$ cat src/rtl/tick_generator_if.sv
// rtl/tick_generator_if.sv - control/status bundle between tick_generator and its host
interface tick_generator_if #(
   parameter int NUM_CH = 5,
   parameter int CNT_W  = 32,
   parameter int CH_W   = 3
);
   logic              wr_en;
   logic [CH_W-1:0]   wr_ch;
   logic [CNT_W-1:0]  wr_period;
   logic [NUM_CH-1:0] ch_en;
   logic              sync;
   logic [NUM_CH-1:0] tick;
   logic [NUM_CH-1:0] level;
   logic              tick_any;

   modport master (
      output wr_en, wr_ch, wr_period, ch_en, sync,
      input  tick, level, tick_any
   );

   modport slave (
      input  wr_en, wr_ch, wr_period, ch_en, sync,
      output tick, level, tick_any
   );
endinterface

$ cat src/rtl/tick_generator.sv
// rtl/tick_generator.sv - multi-channel programmable tick and 50% level source
module tick_generator #(
   parameter int                NUM_CH         = 5,
   parameter int                CNT_W          = 32,
   parameter int                CH_W           = 3,
   parameter logic [CNT_W-1:0]  DEFAULT_PERIOD = CNT_W'(25000000)
) (
   input  logic            clk,
   input  logic            rst,
   tick_generator_if.slave bus
);

   logic [CNT_W-1:0]  period_q [NUM_CH];
   logic [CNT_W-1:0]  period_d [NUM_CH];
   logic [CNT_W-1:0]  cnt_q    [NUM_CH];
   logic [CNT_W-1:0]  cnt_d    [NUM_CH];
   logic [NUM_CH-1:0] tick_q, tick_d;
   logic [NUM_CH-1:0] level_q, level_d;
   logic              tick_any_q, tick_any_d;

   // Period registers: a write to an out-of-range channel matches no index and is dropped
   always_comb begin
      for (int i = 0; i < NUM_CH; i++) begin
         period_d[i] = period_q[i];
         if (bus.wr_en && (bus.wr_ch == CH_W'(i))) begin
            period_d[i] = bus.wr_period;
         end
      end
   end

   // Counters compare against the current period; >= keeps cnt bounded when P shrinks below cnt
   always_comb begin
      for (int i = 0; i < NUM_CH; i++) begin
         cnt_d[i]   = cnt_q[i];
         tick_d[i]  = 1'b0;
         level_d[i] = level_q[i];
         if (bus.sync) begin
            cnt_d[i]   = '0;
            level_d[i] = 1'b0;
         end else if (!bus.ch_en[i]) begin
            cnt_d[i] = '0;
         end else if (cnt_q[i] >= period_q[i]) begin
            cnt_d[i]   = '0;
            tick_d[i]  = 1'b1;
            level_d[i] = ~level_q[i];
         end else begin
            cnt_d[i] = cnt_q[i] + CNT_W'(1);
         end
      end
      tick_any_d = |tick_d;
   end

   // State registers with asynchronous clear back to the default period
   always_ff @(posedge clk or posedge rst) begin
      if (rst) begin
         for (int i = 0; i < NUM_CH; i++) begin
            period_q[i] <= DEFAULT_PERIOD;
            cnt_q[i]    <= '0;
         end
         tick_q     <= '0;
         level_q    <= '0;
         tick_any_q <= 1'b0;
      end else begin
         for (int i = 0; i < NUM_CH; i++) begin
            period_q[i] <= period_d[i];
            cnt_q[i]    <= cnt_d[i];
         end
         tick_q     <= tick_d;
         level_q    <= level_d;
         tick_any_q <= tick_any_d;
      end
   end

   assign bus.tick     = tick_q;
   assign bus.level    = level_q;
   assign bus.tick_any = tick_any_q;

endmodule

$ cat src/flat_wrapper.sv
// flat-port wrapper written by rule: the top's interface ports become plain ports
module tick_generator_flat 
#(
   parameter int                NUM_CH         = 5,
   parameter int                CNT_W          = 32,
   parameter int                CH_W           = 3,
   parameter logic [CNT_W-1:0]  DEFAULT_PERIOD = CNT_W'(25000000)
)
  (clk, rst, bus_wr_en, bus_wr_ch, bus_wr_period, bus_ch_en, bus_sync, bus_tick, bus_level, bus_tick_any);
  tick_generator_if #(.NUM_CH(NUM_CH), .CNT_W(CNT_W), .CH_W(CH_W)) bus_i ();
  input  logic clk;
  input  logic rst;
  input wire logic [$bits(bus_i.wr_en)-1:0] bus_wr_en;
  input wire logic [$bits(bus_i.wr_ch)-1:0] bus_wr_ch;
  input wire logic [$bits(bus_i.wr_period)-1:0] bus_wr_period;
  input wire logic [$bits(bus_i.ch_en)-1:0] bus_ch_en;
  input wire logic [$bits(bus_i.sync)-1:0] bus_sync;
  output wire logic [$bits(bus_i.tick)-1:0] bus_tick;
  output wire logic [$bits(bus_i.level)-1:0] bus_level;
  output wire logic [$bits(bus_i.tick_any)-1:0] bus_tick_any;
  assign bus_i.wr_en = bus_wr_en;
  assign bus_i.wr_ch = bus_wr_ch;
  assign bus_i.wr_period = bus_wr_period;
  assign bus_i.ch_en = bus_ch_en;
  assign bus_i.sync = bus_sync;
  assign bus_tick = bus_i.tick;
  assign bus_level = bus_i.level;
  assign bus_tick_any = bus_i.tick_any;
  tick_generator #(.NUM_CH(NUM_CH), .CNT_W(CNT_W), .CH_W(CH_W), .DEFAULT_PERIOD(DEFAULT_PERIOD)) u_core (.clk(clk), .rst(rst), .bus(bus_i));
endmodule
$ cat config.mk
export PLATFORM = sky130hd
export DESIGN_NAME = tick_generator_flat
export DESIGN_NICKNAME = d
export VERILOG_FILES = /design/src/rtl/tick_generator_if.sv /design/src/rtl/tick_generator.sv /design/src/flat_wrapper.sv
export SDC_FILE = /design/constraint.sdc
export NUM_CORES = 1
export LEC_CHECK = 0
export ABC_AREA = 1
export BUFFER_PORTS_ARGS = -buffer_cell sky130_fd_sc_hd__buf_2
export CORE_MARGIN = 4
export CORE_UTILIZATION = 55
export DETAILED_ROUTE_END_ITERATION = 8
export GPL_ROUTABILITY_DRIVEN = 0
export PLACE_DENSITY = 0.72
export SLEW_MARGIN = 20
export SYNTH_ARGS = -nofsm -noshare
export SYNTH_HDL_FRONTEND = slang
export SYNTH_SLANG_ARGS = --single-unit
$ cat constraint.sdc
create_clock -name clk -period 16.35 [get_ports clk]
set_input_delay 1.635 -clock clk [delete_from_list [all_inputs] [get_ports clk]]
set_output_delay 1.635 -clock clk [all_outputs]
set_load 0.03 [all_outputs]
==> run metrics, run 1 <==
status complete, no violations; first-pass GRT wire length 80.74 mm; chip height 195.6 µm; fin area 21,360 µm²; R2R depth 10; Starting Density 0.5589; WP data arrival 1.27 ns; Area Growth Syn to Fin 10.35%; leading area contributor after synthesis dfrtp_1; core region area 34,630 µm²; final worst-path cycle share 0.1776; CTS Buf Count 37; Post-synth top flop dfrtp_1; post-synth top area share 0.3504; final net count 2,654; area of the mapped netlist 19,350 µm²; Overall Global Routing Usage 0.2584; Mean Syn Cell Area roughly 8.1 µm²; H-tree depth 2; Largest delay share family, worst path flip-flops; DRC 0; reg-to-reg endpoint u_core.cnt_q[8]$_DFF_PP0_; # setup viols final 0; critical path class reg -> out; r2r setup slk 13.90 ns; die area 38,250 µm²; CTS max path bufs 3; Critical-path top delay cell dfrtp_1; element type at the critical path start register; WHS Path Cells 2; TNS Setup 0 ns; sequential-to-total area share from yosys stat 0.4319; Peak supply drop slightly below 80 µV; clk_skew 0.01444 ns; vias 15,980; dpl cells around 2,900; Finished Core Util 0.6167; Reg clk slew, reported paths 0.06 ns; YS warnings 0; initial antenna violation count 1; DR iter-0 viols 1,237; WL final slightly below 50 mm; GRT overflow 0; Post-synth EDFFs 0; CP peak stage delay 0.49 ns; relative slew slack 0.3788; RSZ-0062 raised after global routing false; Buf+Inv Stages, Crit Path 1; ANT nets after route 0; post_cts resized 0; largest net degree at the start of global routing roughly 120; DP HPWL 35.41 mm; synthesized instance count 2,391; Root Buffer clkbuf_16; hold path start u_core.period_q[157]$_DFFE_PP0P_; CP Depth 1; CTS Sinks 331; worst reg2reg startpoint u_core.period_q[19]$_DFFE_PP1P_; CP max FO 3; Yosys reg bits around 330; Wirelength per Cell about 17 µm; layout cells sized above 1 0.1075; Hold Path Sink u_core.period_q[157]$_DFFE_PP0P_; Leak 10.29 nW; Post-Place Cell Area 20,040 µm²; Core Rows 68; CTS hold repair buffers 0; vias per inst ~5.5; TritonRoute pass-1 iters 7; FFs w/ async S/R, synth 1.000; Final Hold Fails 0; final-report max-slew violation count 0; highest clock rate 344.3 MHz; # Post-CTS Setup Buffers 0; WP data required 14.71 ns; antenna cell count 0; Max Cap Violations 0; IO Pins 55; die width 195.6 µm; Worst-Margin Slew 0.9318 ns; Critical Path End Type output pin; PD cells around 100 nW/µm²; Tot Pwr 2.112 mW; vias in the first global route 15,800; clock latency on the worst-skew pair about 0.53 ns; worst min path class reg -> reg; ranking of synthesized cells by area dfrtp_1, ha_1, nand2_1; Port Buffers 54; post-synth cell types 47; cells along the critical path buf_2; Mapped Nets between 2,000 and 3,000; fin crit period 2.905 ns; CTS tree built; final cell count without fillers 2,929
[cells in the mapped netlist (all sizes together), types with 2 or more instances]
library cell and instances:
or2 11, a21oi 89, inv 371, nor3b 5, nand3 92, nand4 46
o21ai 198, o21a 8, a31oi 2, dfstp 60, clkbuf 33, nor2 287
a21o 2, nand3b 5, o211ai 2, ha 165, nor3 104, nor4 24
xor2 61, xnor2 31, dfrtp 271, o21bai 3, buf 12, nand2 505
[placed cells by master (no fill, tap or decap), types with 60 or more instances in the layout]
master,synthesis,layout
a21oi_1,88,88
dfrtp_1,271,271
dfstp_2,60,60
ha_1,165,165
inv_1,365,364
nand2_1,492,492
nand3_1,84,82
nor2_1,268,268
nor3_1,89,89
o21ai_0,194,194
xor2_1,61,61
[worst max-delay path by stage]
stage	from	endpoint	slack, ns
3_3_place_gp	rst	u_core.cnt_q[24]$_DFF_PP0_	12.86
5_1_grt	rst	u_core.cnt_q[130]$_DFF_PP0_	13.28
3_5_place_dp	bus_wr_en	u_core.period_q[41]$_DFFE_PP0P_	12.82
4_1_cts	bus_wr_en	u_core.period_q[35]$_DFFE_PP0P_	13.36
6_report	u_core.bus.level[3]$_DFFE_PP0P_	bus_level[3]	13.45
2_1_floorplan	rst	u_core.bus.level[0]$_DFFE_PP0P_	5.65
[cells by family (layout without fill, tap and decap cells)]
kind of cell,count (synthesis),in the layout,share of synthesized area
compound gates,306,306,0.08159
xor+xnor,92,92,0.04163
fa+ha+maj,165,165,0.1067
buf+inv,417,500,0.08320
flops,331,331,0.4319
simple gates,1080,1080,0.2550
[layout make-up]
cell class,count,area [µm²]
timing repair buffer,60,319.1
clock inverter,13,200.2
sequential,331,8358
tap,455,569.3
multi-input combinational,1643,9410
clock buffer,55,1096
fill,2969,13270
inverter,372,1404
[where the power goes]
part	internal, mW	total (mW)	switching, mW
sequential	0.915	0.962	0.0462
clock	0.545	0.884	0.339
combinational	0.0927	0.266	0.174
[sequential cells by signal (all words and copies together), names as in the netlist]
name	cells
u_core.bus.level	5
u_core.period_q	160
u_core.bus.tick_any	1
u_core.cnt_q	160
u_core.bus.tick	5
[metrics by stage]
step | worst slack, ns | hold WS [ns]
global route | 13.28 | 0.4995
detailed placement | 12.82 | 0.4731
finish | 13.45 | 0.4831
CTS | 13.36 | 0.4879
floorplan | 5.646 | 0.4501
global placement | 12.86 | 0.4671
[per-layer routing]
metal / up-vias / GRT usage / wire length (µm)
met2: 483 / 0.4126 / 22230
met4: 0 / 0.08818 / 1681
li1: 7806 / - / -
met3: 111 / 0.03623 / 3019
met5: - / 0 / 0
met1: 7579 / 0.3651 / 22150
(Power assumes the default switching activity.)
==> run 2, diff against run 1 <==
--- a/config.mk
+++ b/config.mk
@@ -11,7 +11,7 @@
 export CORE_UTILIZATION = 55
 export DETAILED_ROUTE_END_ITERATION = 8
 export GPL_ROUTABILITY_DRIVEN = 0
-export PLACE_DENSITY = 0.72
+export PLACE_DENSITY = 0.75
 export SLEW_MARGIN = 20
 export SYNTH_ARGS = -nofsm -noshare
 export SYNTH_HDL_FRONTEND = slang
==> constraint.sdc (replaced) <==
create_clock -name clk -period 2.6 [get_ports clk]
set_input_delay 0.26 -clock clk [delete_from_list [all_inputs] [get_ports clk]]
set_output_delay 0.26 -clock clk [all_outputs]
set_load 0.03 [all_outputs]
==> run metrics, run 2 (synthesis gave the netlist of run 1 again) <==
status complete, no violations; biggest regs u_core.cnt_q: 160 flops, u_core.period_q: 160 flops; GRT overflow 0; final worst-path cycle share 0.9089; chip height 195.6 µm; fin area 21,470 µm²; highest clock rate between 400 and 500 MHz; ANT nets after route 0; Finished Core Util 0.6201; most common cell after layout, fill and taps aside nand2_1; CTS max path bufs 3; cells along the critical path inv_1 > ha_1 > a21o_1 > o21ai_1 > nand2_1 > a21oi_1 > nand3_1 > nor2_2 > nand2_2 > nor3_1; core region area 34,630 µm²; layout cells sized above 1 0.1102; element type at the critical path start register; Final Hold Fails 0; CP max FO 27; WP data required 3.04 ns; Overall Global Routing Usage 0.2587; Port Buffers 54; H-tree depth 2; most frequent cells in the layout nand2_1, inv_1, dfrtp_1; die width 195.6 µm; relative slew slack 0.5068; fin crit period ~2.4 ns; # setup viols final 0; final-report max-slew violation count 0; DRC 0; critical path class reg -> reg; Area Growth Syn to Fin 10.95%; clk_skew approximately 0.022 ns; register area 8358 µm²; die area approximately 38,000 µm²; dpl cells between 2,000 and 3,000; DP HPWL 35.94 mm; vias 16,160; Reg clk slew, reported paths approximately 0.060 ns; IO Pins 55; Critical Path Sink u_core.cnt_q[7]$_DFF_PP0_; final cell count without fillers approximately 2,900; Critical path origin u_core.period_q[19]$_DFFE_PP1P_; WP data arrival 2.80 ns; post-route setup slack 0.2368 ns; R2R depth 10; Max Cap Violations 0; Post-Place Setup Slack 0.2542 ns; worst min path class in -> reg; WL final just under 50 mm; clock latency on the worst-skew pair 0.54 ns; TritonRoute pass-1 iters 5; vias per inst 5.493; Peak supply drop 507.4 µV; reg-to-reg endpoint u_core.cnt_q[7]$_DFF_PP0_; CTS Buf Count 37; Worst-Margin Slew 0.7330 ns; CP peak stage delay 0.53 ns; Leak roughly 10 nW; DR iter-0 viols between 1,000 and 1,500; Critical Path End Type register; largest net degree at the start of global routing 77; Tot Pwr 13.20 mW; Wirelength per Cell 16.86 µm; TNS Setup 0 ns; PD cells 614.6 nW/µm²; Critical-path top delay cell dfstp_2; CTS Sinks about 330; post_cts resized 0; Root Buffer clkbuf_16; first-pass GRT wire length 80.69 mm; r2r setup slk 0.24 ns; RSZ-0062 raised after global routing false; WHS ~0.052 ns; CTS tree built; Fillers slightly below 3,000; multi-input combinational cell area 9395 µm²; Post-Place Cell Area slightly above 20,000 µm²; Core Rows between 60 and 70; Starting Density 0.5589; vias in the first global route 15,940; worst reg2reg startpoint u_core.period_q[19]$_DFFE_PP1P_; initial antenna violation count 8; final net count 2,667
-- run 2: cell types whose count changed in the layout (fill, tap and decap cells not counted), moves of 2 or more --
cell and delta:
buf_12 +6, clkbuf_1 +3, nand3_2 +2, clkinv_2 -3, buf_4 +7, nand3_4 -2
clkinv_4 +2
-- run 2: cell type report --
cell class,instances,share of cell area
clock buffer,57,0.05093
antenna,1,0.0001165
inverter,372,0.06520
tap,455,0.02651
sequential,331,0.3892
timing repair buffer,73,0.02284
multi-input combinational,1643,0.4375
clock inverter,10,0.007633
-- run 2: where the power goes --
| part | internal, mW | switching (mW) | total, mW |
|---|---|---|---|
| clock network | 3.31 | 2.14 | 5.45 |
| logic | 0.609 | 1.11 | 1.72 |
| registers | 5.75 | 0.275 | 6.03 |
| total | 9.67 | 3.53 | 13.2 |
-- run 2: per-layer routing --
metal / part of all wire / vias up / GRT usage
met2: 0.45 / 485 / 0.4086
met1: 0.44 / 7724 / 0.3579
met5: 0.00095 / - / 0
met3: 0.062 / 121 / 0.04262
met4: 0.041 / 8 / 0.1050
li1: - / 7821 / -
-- run 2: worst min-delay path by stage --
| stage | start | end | cells after the start |
|---|---|---|---|
| 2_1_floorplan | bus_sync | u_core.bus.tick[4]$_DFF_PP0_ | 1 |
| 3_3_place_gp | rst | u_core.period_q[66]$_DFFE_PP0P_ | 2 |
| 3_5_place_dp | rst | u_core.period_q[66]$_DFFE_PP0P_ | 2 |
| 4_1_cts | bus_ch_en[0] | u_core.cnt_q[153]$_DFF_PP0_ | 3 |
| 5_1_grt | bus_ch_en[0] | u_core.cnt_q[153]$_DFF_PP0_ | 3 |
| 6_report | bus_ch_en[0] | u_core.cnt_q[153]$_DFF_PP0_ | 3 |
-- run 2: timing repair --
action	CTS	global route
setup buffers	0	0
endpoints found under the hold margin	10	0
hold buffers	1	0
-- run 2: worst max-delay path: cells and delay by family, from the launching register on --
family / cells / cell delay [ns]
AOI/OAI and AO/OA: 3 / 0.46
adders and majority gates: 1 / 0.28
DFF: 1 / 0.53
buffers and inverters: 1 / 0.04
and+or+nand+nor: 5 / 0.95
==> run 3, diff against run 2 <==
--- a/config.mk
+++ b/config.mk
@@ -6,12 +6,11 @@
 export NUM_CORES = 1
 export LEC_CHECK = 0
 export ABC_AREA = 1
-export BUFFER_PORTS_ARGS = -buffer_cell sky130_fd_sc_hd__buf_2
 export CORE_MARGIN = 4
-export CORE_UTILIZATION = 55
+export CORE_UTILIZATION = 36
 export DETAILED_ROUTE_END_ITERATION = 8
+export DONT_BUFFER_PORTS = 1
 export GPL_ROUTABILITY_DRIVEN = 0
-export PLACE_DENSITY = 0.75
 export SLEW_MARGIN = 20
 export SYNTH_ARGS = -nofsm -noshare
 export SYNTH_HDL_FRONTEND = slang
==> run metrics, run 3 (synthesis gave the netlist of run 1 again) <==
die area 57,530 µm²; most common cell after layout, fill and taps aside nand2_1; Overall Global Routing Usage 0.1759; fin area 21,510 µm²; fin crit period around 2.4 ns; final net count approximately 2,600; Wirelength per Cell 16.23 µm; Core Rows 84; routing usage on met3 0.03109; r2r setup slk 0.16 ns; initial antenna violation count 3; clk_skew 0.02277 ns; GRT overflow 0; Reg clk slew, reported paths approximately 0.060 ns; final worst-path cycle share 0.9399; CTS max path bufs 3; clock latency on the worst-skew pair about 0.54 ns; Max Cap Violations 0; Fillers 5,344; # Post-CTS Setup Buffers 0; status complete, no violations; multi-input combinational cell area 9410 µm²; TritonRoute pass-1 iters 5; CP peak stage delay between 0.5 and 0.6 ns; WL final 50.73 mm; met1 Track Usage GR 0.2504; chip height 239.9 µm; Port Buffers 0; WHS approximately 0.041 ns; vias per inst 4.963; critical path class reg -> reg; PD cells slightly above 600 nW/µm²; RSZ-0062 raised after global routing false; DP HPWL 37.30 mm; CTS tree built; cells along the critical path inv_1 > ha_1 > nand2_1 > nor2_1 > nand4_1 > nor2_1 > nand2_1 > nand3_2 > nand2_2 > nor2_1 > dlygate4sd3_1; CTS Buf Count 37; ANT nets after route 0; CP max FO 4; Worst-Margin Slew 0.9730 ns; largest net degree at the start of global routing 106; Leak between 10 and 15 nW; crit-path most repeated cell nor2_1; WP data arrival 2.92 ns; first-pass GRT wire length 80.92 mm; relative slew slack 0.3490; DRC 0; final-report max-slew violation count 0; IO Pins 55; Critical Path End Type register; core region area 52,870 µm²; Area Growth Syn to Fin 11.12%; Tot Pwr between 10 and 15 mW; Post-Place Cell Area 20,180 µm²; Root Buffer clkbuf_16; # setup viols final 0; element type at the critical path start register; Starting Density 0.3661; Peak supply drop around 440 µV; vias 15,510; highest clock rate 409.2 MHz; biggest regs u_core.cnt_q: 160 flops, u_core.period_q: 160 flops; CTS Sinks 331; Critical-path top delay cell dlygate4sd3_1; die width between 200 and 250 µm; vias in the first global route between 15,000 and 20,000; Final Hold Fails 0; DR iter-0 viols around 1,300; worst min path class in -> reg; H-tree depth 2; GR peak layer met2; layout cells sized above 1 0.09072; most frequent cells in the layout nand2_1, inv_1, dfrtp_1; register area 8358 µm²; WP data required about 3 ns; GR Util met2 0.2751
[run 3: through the flow]
step,setup TNS [ns],instances,setup slack [ns],utilization
finish,0,3125,0.1562,0.4068
global route,0,3124,0.004908,0.4068
CTS,0,3124,0.07561,0.4065
detailed placement,0,3048,0.2048,0.3818
global placement,0,3048,0.3042,0.3818
floorplan,-601.48,2391,-2.032,-
[run 3: final timing paths]
| path | from | end | cells after the start |
|---|---|---|---|
| setup / recovery | u_core.period_q[6]$_DFFE_PP1P_ | u_core.bus.tick[4]$_DFF_PP0_ | 11 |
| hold / removal | bus_wr_period[25] | u_core.period_q[57]$_DFFE_PP0P_ | 2 |
| setup reg to reg | u_core.period_q[6]$_DFFE_PP1P_ | u_core.bus.tick[4]$_DFF_PP0_ | 11 |
| hold reg to reg | u_core.period_q[3]$_DFFE_PP0P_ | u_core.period_q[3]$_DFFE_PP0P_ | 2 |
| max in group asynchronous | rst | u_core.period_q[152]$_DFFE_PP1P_ | 4 |
| min in group asynchronous | rst | u_core.period_q[64]$_DFFE_PP0P_ | 2 |
[run 3: per-layer routing]
metal  wire [µm]  up-vias
met3        2679       82
met2       22390      317
li1            -     7714
met5           0        -
met1       24160     7396
met4        1496        0
[run 3: area by class of cell]
cell class	count	area share
clock buffers	57	0.05132
diodes	1	0.0001164
flip-flops and latches	331	0.3886
clock inverters	11	0.005702
multi-input cells	1643	0.4376
inverters	372	0.06510
repair buffers	22	0.01152
well taps	688	0.04003
[run 3: critical path: cells and delay by family (launching register included)]
kind,cells,cell delay (ns)
buffers and inverters,2,0.60
and+or+nand+nor,8,1.01
adders and majority gates,1,0.26
DFF,1,0.53
[run 3: what timing repair did]
item	in CTS	in global routing
setup endpoints to repair	0	5
endpoints found under the hold margin	261	0
hold buffers	8	0
resized for setup	0	3
[run 3: power by group]
group          internal (mW)  total (mW)  switching [mW]
registers               5.75        6.03           0.274
logic                  0.585        1.67            1.08
clock network           3.14        5.31            2.17
